<file path="config.mk">
export PLATFORM = sky130hd
export DESIGN_NAME = apb_requester
export DESIGN_NICKNAME = d
export VERILOG_FILES = /design/src/rtl/apb_pkg.sv /design/src/rtl/apb_wait_timer.sv /design/src/rtl/apb_requester.sv
export SDC_FILE = /design/constraint.sdc
export NUM_CORES = 1
export LEC_CHECK = 0
export BUFFER_PORTS_ARGS = -buffer_cell sky130_fd_sc_hd__buf_2
export CORE_MARGIN = 8
export CORE_UTILIZATION = 30
export CTS_BUF_LIST = sky130_fd_sc_hd__clkbuf_8 sky130_fd_sc_hd__clkbuf_16
export DETAILED_ROUTE_END_ITERATION = 8
export GPL_ROUTABILITY_DRIVEN = 0
export SLEW_MARGIN = 10
export SYNTH_ARGS = -nofsm -noshare
export SYNTH_HDL_FRONTEND = slang
export SYNTH_HIERARCHICAL = 1
export SYNTH_SLANG_ARGS = --single-unit
</file>
<file path="constraint.sdc">
create_clock -name clk_i -period 4.7 [get_ports clk_i]
set_clock_uncertainty 0.1 [all_clocks]
set_input_delay 0.705 -clock clk_i [delete_from_list [all_inputs] [get_ports clk_i]]
set_output_delay 0.705 -clock clk_i [all_outputs]
set_load 0.01 [all_outputs]
</file>
<file path="src/rtl/apb_pkg.sv">
// Shared types and default widths for the APB initiator and its wait timer.
package apb_pkg;

  typedef enum logic [1:0] {
    IDLE   = 2'd0,
    SETUP  = 2'd1,
    ACCESS = 2'd2
  } apb_state_e;

  localparam int unsigned APB_ADDR_WIDTH = 16;
  localparam int unsigned APB_BUS_WIDTH  = 32;

  // A zero timeout still needs a 1-bit counter to keep the port widths legal.
  function automatic int unsigned timer_width(input int unsigned cycles);
    return (cycles == 0) ? 1 : $clog2(cycles + 1);
  endfunction

endpackage

</file>
<file path="src/rtl/apb_wait_timer.sv">
// Saturating ACCESS-phase wait counter; flags the last permitted wait cycle.
module apb_wait_timer
  import apb_pkg::*;
#(
  parameter int unsigned TIMEOUT_CYCLES = 16
) (
  input  logic clk_i,
  input  logic rst_ni,
  input  logic clr_i,
  input  logic en_i,
  output logic expired_o
);

  localparam int unsigned    W    = timer_width(TIMEOUT_CYCLES);
  localparam logic [W-1:0]   LAST = W'(TIMEOUT_CYCLES - 1);
  localparam logic [W-1:0]   SAT  = W'(TIMEOUT_CYCLES);

  logic [W-1:0] cnt_q, cnt_d;

  always_comb begin
    // NOTE: the default comes first so no branch leaves cnt_d unassigned (no latch).
    cnt_d = cnt_q;
    if (clr_i) begin
      cnt_d = '0;
    end else if (en_i && (cnt_q != SAT)) begin
      cnt_d = cnt_q + 1'b1;
    end
  end

  always_ff @(posedge clk_i or negedge rst_ni) begin
    // NOTE: non-blocking so every flop samples pre-edge values, whatever the order.
    if (!rst_ni) begin
      cnt_q <= '0;
    end else begin
      cnt_q <= cnt_d;
    end
  end

  // A zero timeout disables the abort path entirely.
  assign expired_o = (TIMEOUT_CYCLES != 0) && (cnt_q == LAST);

endmodule

</file>
<file path="src/rtl/apb_requester.sv">
// APB4 initiator: turns valid/ready commands into SETUP/ACCESS transfers and
// returns a one-cycle response pulse with read data, slave error and timeout.
module apb_requester
  import apb_pkg::*;
#(
  parameter  int unsigned ADDR_WIDTH     = APB_ADDR_WIDTH,
  parameter  int unsigned BUS_WIDTH      = APB_BUS_WIDTH,
  parameter  int unsigned TIMEOUT_CYCLES = 16,
  localparam int unsigned STRB_WIDTH     = BUS_WIDTH / 8
) (
  input  logic                  clk_i,
  input  logic                  rst_ni,
  input  logic                  req_valid_i,
  output logic                  req_ready_o,
  input  logic                  req_write_i,
  input  logic [ADDR_WIDTH-1:0] req_addr_i,
  input  logic [BUS_WIDTH-1:0]  req_wdata_i,
  input  logic [STRB_WIDTH-1:0] req_strb_i,
  output logic                  rsp_valid_o,
  output logic [BUS_WIDTH-1:0]  rsp_rdata_o,
  output logic                  rsp_err_o,
  output logic                  rsp_tout_o,
  output logic                  psel_o,
  output logic                  penable_o,
  output logic                  pwrite_o,
  output logic [ADDR_WIDTH-1:0] paddr_o,
  output logic [BUS_WIDTH-1:0]  pwdata_o,
  output logic [STRB_WIDTH-1:0] pstrb_o,
  input  logic                  pready_i,
  input  logic [BUS_WIDTH-1:0]  prdata_i,
  input  logic                  pslverr_i
);

  apb_state_e            state_q, state_d;
  logic                  psel_q, psel_d;
  logic                  penable_q, penable_d;
  logic                  pwrite_q, pwrite_d;
  logic [ADDR_WIDTH-1:0] paddr_q, paddr_d;
  logic [BUS_WIDTH-1:0]  pwdata_q, pwdata_d;
  logic [STRB_WIDTH-1:0] pstrb_q, pstrb_d;
  logic                  rsp_valid_q, rsp_valid_d;
  logic [BUS_WIDTH-1:0]  rsp_rdata_q, rsp_rdata_d;
  logic                  rsp_err_q, rsp_err_d;
  logic                  rsp_tout_q, rsp_tout_d;

  logic accept;
  logic timer_expired;

  assign req_ready_o = (state_q == IDLE);
  assign accept      = req_ready_o && req_valid_i;

  apb_wait_timer #(
    .TIMEOUT_CYCLES (TIMEOUT_CYCLES)
  ) u_wait_timer (
    .clk_i     (clk_i),
    .rst_ni    (rst_ni),
    .clr_i     (accept),
    .en_i      ((state_q == ACCESS) && !pready_i),
    .expired_o (timer_expired)
  );

  always_comb begin
    state_d     = state_q;
    psel_d      = psel_q;
    penable_d   = penable_q;
    pwrite_d    = pwrite_q;
    paddr_d     = paddr_q;
    pwdata_d    = pwdata_q;
    pstrb_d     = pstrb_q;
    rsp_valid_d = 1'b0;
    rsp_rdata_d = rsp_rdata_q;
    rsp_err_d   = rsp_err_q;
    rsp_tout_d  = rsp_tout_q;

    unique case (state_q)
      IDLE: begin
        if (req_valid_i) begin
          state_d  = SETUP;
          psel_d   = 1'b1;
          pwrite_d = req_write_i;
          paddr_d  = req_addr_i;
          // Reads drive zero data and strobes on the bus.
          pwdata_d = req_write_i ? req_wdata_i : '0;
          pstrb_d  = req_write_i ? req_strb_i  : '0;
        end
      end
      SETUP: begin
        state_d   = ACCESS;
        penable_d = 1'b1;
      end
      ACCESS: begin
        // pready is checked first so it wins over a coincident timeout.
        if (pready_i) begin
          state_d     = IDLE;
          psel_d      = 1'b0;
          penable_d   = 1'b0;
          rsp_valid_d = 1'b1;
          rsp_rdata_d = (!pwrite_q && !pslverr_i) ? prdata_i : '0;
          rsp_err_d   = pslverr_i;
          rsp_tout_d  = 1'b0;
        end else if (timer_expired) begin
          state_d     = IDLE;
          psel_d      = 1'b0;
          penable_d   = 1'b0;
          rsp_valid_d = 1'b1;
          rsp_rdata_d = '0;
          rsp_err_d   = 1'b1;
          rsp_tout_d  = 1'b1;
        end
      end
      default: begin
        state_d = IDLE;
      end
    endcase
  end

  always_ff @(posedge clk_i or negedge rst_ni) begin
    if (!rst_ni) begin
      state_q     <= IDLE;
      psel_q      <= 1'b0;
      penable_q   <= 1'b0;
      pwrite_q    <= 1'b0;
      paddr_q     <= '0;
      pwdata_q    <= '0;
      pstrb_q     <= '0;
      rsp_valid_q <= 1'b0;
      rsp_rdata_q <= '0;
      rsp_err_q   <= 1'b0;
      rsp_tout_q  <= 1'b0;
    end else begin
      state_q     <= state_d;
      psel_q      <= psel_d;
      penable_q   <= penable_d;
      pwrite_q    <= pwrite_d;
      paddr_q     <= paddr_d;
      pwdata_q    <= pwdata_d;
      pstrb_q     <= pstrb_d;
      rsp_valid_q <= rsp_valid_d;
      rsp_rdata_q <= rsp_rdata_d;
      rsp_err_q   <= rsp_err_d;
      rsp_tout_q  <= rsp_tout_d;
    end
  end

  assign psel_o      = psel_q;
  assign penable_o   = penable_q;
  assign pwrite_o    = pwrite_q;
  assign paddr_o     = paddr_q;
  assign pwdata_o    = pwdata_q;
  assign pstrb_o     = pstrb_q;
  assign rsp_valid_o = rsp_valid_q;
  assign rsp_rdata_o = rsp_rdata_q;
  assign rsp_err_o   = rsp_err_q;
  assign rsp_tout_o  = rsp_tout_q;

endmodule
</file>
==> After elaboration in Yosys (flattened, before gate mapping) <==
Cells that the tools add are included.
W data, S select, Z words.
{ "totals": {"wordCells": 58, "output_inout_bits": 91, "ff_bits": 97} }
{ "op_classes": {"add_sub_neg": 1, "n_eq_ne": 6, "reduce_logical": 17, "mux": 22} }
{ "ops": {"columns": ["op", "n"], "rows": [
  ["$mux W32", 4],
  ["$mux W5", 2],
  ["$mux W1", 9],
  ["$reduce_and A2 Y1", 4],
  ["$reduce_bool A2 Y1", 4],
  ["$mux W2", 3],
  ["$pmux W2 S3", 1],
  ["$add A5 B1 Y5 const B", 1],
  ["$eq A5 B4 Y1 const B", 1],
  ["$ne A5 B5 Y1 const B", 1],
  ["$logic_and A1 B1 Y1", 4],
  ["$mux W4", 1],
  ["$pmux W1 S2", 2],
  ["$logic_not A1 Y1", 3],
  ["$ne A3 B3 Y1 const B", 1],
  ["$reduce_and A3 Y1", 1],
  ["$eq A2 B1 Y1 const B", 1],
  ["$eq A2 B2 Y1 const B", 1],
  ["$logic_not A2 Y1", 1],
  ["$ne A2 B2 Y1 const B", 1]
]} }

==> Logic depth before layout (Yosys ltp) <==
{ "depth": {"word_depth": 5, "mapped_depth": 6} }

==> Modules after synthesis <==
Netlist, hierarchy kept.
{ "modules_own_cells": {"columns": ["mod", "instances", "cells_each", "area_per_inst_um2", "seq_area_each_um2"], "rows": [
  ["apb_requester", 1, 288, 3499.6, 2302.2],
  ["apb_wait_timer", 1, 30, 292.8, 125.1]
]} }

==> Worst setup path after synthesis <==
OpenSTA, ideal clock, no wires.
{ "synth_timing": {"path_type": "input to register", "start": "input req_valid_i", "end": "register u_wait_timer.cnt_q[0]", "arrival_ns": 1.781, "setup_time_ns": 0.125, "setup_slack_ns": 2.694, "t_required_ns": 4.475, "path_stages": 6, "path_buffers": 2, "cell_sequence": "or3b_1 buf_2 buf_6 inv_1 nor2_1 mux2_4"} }
{ "synth_via": {"elab_chain_len": 2} }
{ "synth_lines": {"columns": ["item", "line_no", "source"], "rows": [
  ["start: declaration", "apb_requester.sv:13", "input logic req_valid_i,"],
  ["$logic_and A1 B1 Y1 *", "apb_requester.sv:50", "assign accept = req_ready_o && req_valid_i;"],
  ["named net accept", "apb_requester.sv:46", "logic accept;"],
  ["$mux W5 or $reduce_bool A2 Y1 (tied branches)", null, null],
  ["end signal: assignment", "apb_wait_timer.sv:35", "cnt_q <= cnt_d;"],
  ["end: declaration", "apb_wait_timer.sv:18", "logic [W-1:0] cnt_q, cnt_d;"]
]} }
Mark *: on every way through the listed nets, which the timed path passes. The rest lies on a longest branch.
A chain may end at the register's enable or synchronous reset.

==> Worst setup path in the final report <==
{ "layout_timing": {"start": "input req_valid_i", "end": "register u_wait_timer.cnt_q[1]"} }
The elaborated chain is that of the path after synthesis.

==> impl_table.tex <==
\begin{tabular}{lr}
\hline
Metric & Value \\
\hline
\multicolumn{2}{l}{\textbf{Global routing}} \\
Number of global-route vias before repair & 3124 \\
Maximum number of pins on one net before global-route repair & 92 \\
Total grt overflow & 0 \\
First-pass GRT wire length & 16.12 mm \\
Antenna violations before repair & 0 \\
Global-route usage over all layers & 12.34\% \\
\multicolumn{2}{l}{\textbf{STA}} \\
Worst slew margin relative to its limit & 27.76\% \\
Final hold violation count & 0 \\
Count of final max-slew check failures & 0 \\
Total negative slack for setup checks & 0 ns \\
Post-route minimum period & 2.239 ns \\
Final Setup Violations & 0 \\
Fin crit share & 47.63\% \\
Worst hold slack & 0.3159 ns \\
Achievable clock frequency & 0.4467 GHz \\
Worst slew pin tran & 1.084 ns \\
Unrepaired setup endpoints after global routing & no \\
\multicolumn{2}{l}{\textbf{Yosys}} \\
Count of different cell masters after synthesis & 28 \\
Gate count after technology mapping & 318 \\
Main area contributors after synthesis & dfrtp\_1, nand2\_1, a22o\_1 \\
Yosys reg bits & 97 \\
Avg Synthesized Cell Area & 11.93 sq um \\
Mapped cell area & 3792 sq um \\
Library cell with the largest summed area after synthesis & dfrtp\_1 \\
Share of the synthesized area in the top cell type & 64.01\% \\
Top FF cell, synth & dfrtp\_1 \\
Fraction of registers with async set/reset & 100.0\% \\
Most used standard cells in the synthesized netlist & dfrtp\_1, nand2\_1, o21ai\_0 \\
Leading cell type by number of instances after synthesis & dfrtp\_1 \\
Portion of the post-synthesis area used by sequential elements & 64.01\% \\
Net count of the mapped netlist & 411 \\
Number of enable-type register cells in the synthesized netlist & 0 \\
Number of warnings printed during yosys synthesis & 6 \\
\multicolumn{2}{l}{\textbf{Clocking}} \\
Postcts setup bufs & 0 \\
Clock-pin transition on the worst setup and hold timing paths & 0.07 ns \\
Clock insertion delay at the later pin of the skew report & 0.34 ns \\
Hold-fix buffer count after cts & 0 \\
Clock tree buffer depth & 2 \\
Cell chosen for the clock root & clkbuf\_16 \\
Number of buffers inserted during clock tree synthesis & 9 \\
PostCTS Resize Cnt & 0 \\
Clock tree from TritonCTS & done \\
H-tree depth reported by CTS & 3 \\
TritonCTS Sinks & 97 \\
\multicolumn{2}{l}{\textbf{Worst setup path}} \\
Worst path max stage delay & 0.91 ns \\
Register-to-register setup slack & 2.59 ns \\
Worst Path Arrival & 2.40 ns \\
Startpoint type of the worst setup path & input port \\
Worst Setup SP & req\_valid\_i \\
Slowest stage cell on the critical path & or3b\_4 \\
Worst r2r path cells & 4 \\
Critical register-to-register path startpoint & state\_q[1] \\
Cell Chain, Critical Path & buf\_2 > or3b\_4 > inv\_1 > nand2b\_1 > mux2i\_1 \\
Worst flop-to-flop path endpoint & u\_wait\_timer/cnt\_q[1] \\
Worst Path Class, Setup & input port to flip-flop \\
Critical path peak fanout & 91 \\
Critical path endpoint category & flip-flop \\
Data required time at the worst endpoint & 4.86 ns \\
\multicolumn{2}{l}{\textbf{Floorplanning}} \\
Floorplan row count & 41 \\
Starting utilization of the core area & 30.42\% \\
Die Area & 16500 sq um \\
Die boundary height & 128.4 um \\
Overall die width & 128.4 um \\
Number of top-level pins & 181 \\
Core box area & 12470 sq um \\
\multicolumn{2}{l}{\textbf{Power and ir drop}} \\
Fraction of power spent switching nets & 34.30\% \\
Power Internal & 0.002213 W \\
Power spent charging and discharging nets & 0.001155 W \\
Total power density per cell area & 653.6 nW/um\^{}2 \\
Worst vdd ir & 0.2599 mV \\
Static Leakage & 2.784 nW \\
Clk network pwr share & 22.0\% \\
Part of the power in registers & 42.0\% \\
Share of power burned in combinational logic & 35.9\% \\
\multicolumn{2}{l}{\textbf{Drt}} \\
Total via count after detailed routing & 2982 \\
First DRT Iteration DRCs & 116 \\
Total iterations of the first detailed-routing run & 4 \\
Routed len/inst & 14.91 um \\
Detailed Route WL & 9.978 mm \\
Via/cell ratio & 4.457 \\
Residual DRC count & 0 \\
Count of nets left with antenna violations after detail routing & 0 \\
\multicolumn{2}{l}{\textbf{Placed design}} \\
Port-buffer cells & 180 \\
Final HPWL DP & 7.338 mm \\
\multicolumn{2}{l}{\textbf{Flow run}} \\
Maxcap violations & 0 \\
\multicolumn{2}{l}{\textbf{Layout}} \\
Nets & 585 \\
Share of post-route cells with drive strength above 1 & 44.27\% \\
Area added between synthesis and finish & 35.86\% \\
Number of diodes added for antenna fixing & 0 \\
\multicolumn{2}{l}{\textbf{Hold path}} \\
Class of the tightest hold or removal check & input port to asynchronous set/reset pin \\
\multicolumn{2}{l}{\textbf{Status}} \\
Status & completed \\
\hline
\end{tabular}
worst max path at each step:
| stage | endpoint | slack (ns) | cells past startpoint |
|---|---|---|---|
| floorplan | u_wait_timer/cnt_q[0] | 2.69 | 6 |
| global placement | u_wait_timer/cnt_q[1] | 2.07 | 5 |
| detailed placement | u_wait_timer/cnt_q[1] | 2.01 | 5 |
| CTS | u_wait_timer/cnt_q[1] | 2.39 | 5 |
| global route | u_wait_timer/cnt_q[1] | 2.20 | 5 |
| finish | u_wait_timer/cnt_q[1] | 2.46 | 5 |
cells by family after synthesis:
kind of cell	share of synthesized area (%)
DFF	64.01
and+or+nand+nor	10.03
AOI/OAI and AO/OA	14.25
buffers and inverters	3.200
muxes	7.291
adders and majority gates	0.9899
xor gates and xnor gates	0.2310
power by group through the flow:
| stage | clock (W) | sequential [W] | combinational, W |
|---|---|---|---|
| finish | 0.000742 | 0.00142 | 0.00121 |
| global placement | 0 | 0.00142 | 0.00122 |
| floorplan | 0 | 0.00159 | 0.000504 |
| global route | 0.000806 | 0.00147 | 0.00134 |
| detailed placement | 0 | 0.00143 | 0.00124 |
| CTS | 0.000770 | 0.00142 | 0.00124 |
metrics by stage:
| step | util (%) | total power [W] | std cells | setup slack, ns | instance area (sq um) |
|---|---|---|---|---|---|
| floorplan | - | 0.002097 | 318 | 2.694 | 3792 |
| CTS | 41.33 | 0.003433 | 669 | 2.389 | 5152 |
| global placement | 38.90 | 0.002639 | 653 | 2.067 | 4850 |
| finish | 41.33 | 0.003368 | 669 | 2.461 | 5152 |
| global route | 41.33 | 0.003612 | 669 | 2.203 | 5152 |
| detailed placement | 38.90 | 0.002669 | 653 | 2.007 | 4850 |
cell type report:
type / count / area [sq um]
tap: 172 / 215.2
inverter: 7 / 26.28
clock inverter: 7 / 77.57
fill: 1192 / 7313
sequential: 97 / 2427
timing repair buffer: 183 / 925.9
clock buffer: 9 / 225.2
multi-input combinational: 194 / 1255
cell usage in the layout (no fill, tap or decap), types with 4 or more instances in the layout:
cell,instances
clkbuf_16,9
nor2_1,7
buf_2,179
buf_4,4
mux2_4,17
o21ai_0,36
nand2_1,76
inv_1,7
a22o_1,32
dfrtp_1,97
registers in the layout (all words and copies together) (netlist names):
signal,count
paddr_o,16
penable_o,1
psel_o,1
pstrb_o,4
pwdata_o,32
pwrite_o,1
rsp_err_o,1
rsp_rdata_o,32
rsp_tout_o,1
rsp_valid_o,1
state_q,2
u_wait_timer/cnt_q,5
worst max-delay path, delay by kind of cell:
| family | cells | cell delay (ns) |
|---|---|---|
| multiplexers | 1 | 0.14 |
| buffers and inverters | 2 | 0.40 |
| AND/OR/NAND/NOR | 2 | 1.15 |
per-layer routing:
layer	vias up	share of wire (%)	GRT usage, %
met5	-	0	0
met4	0	1.6	5.874
met3	12	10	4.841
met2	120	43	17.95
met1	1415	45	15.72
li1	1435	-	-
Power figures use the tool's default switching activity.
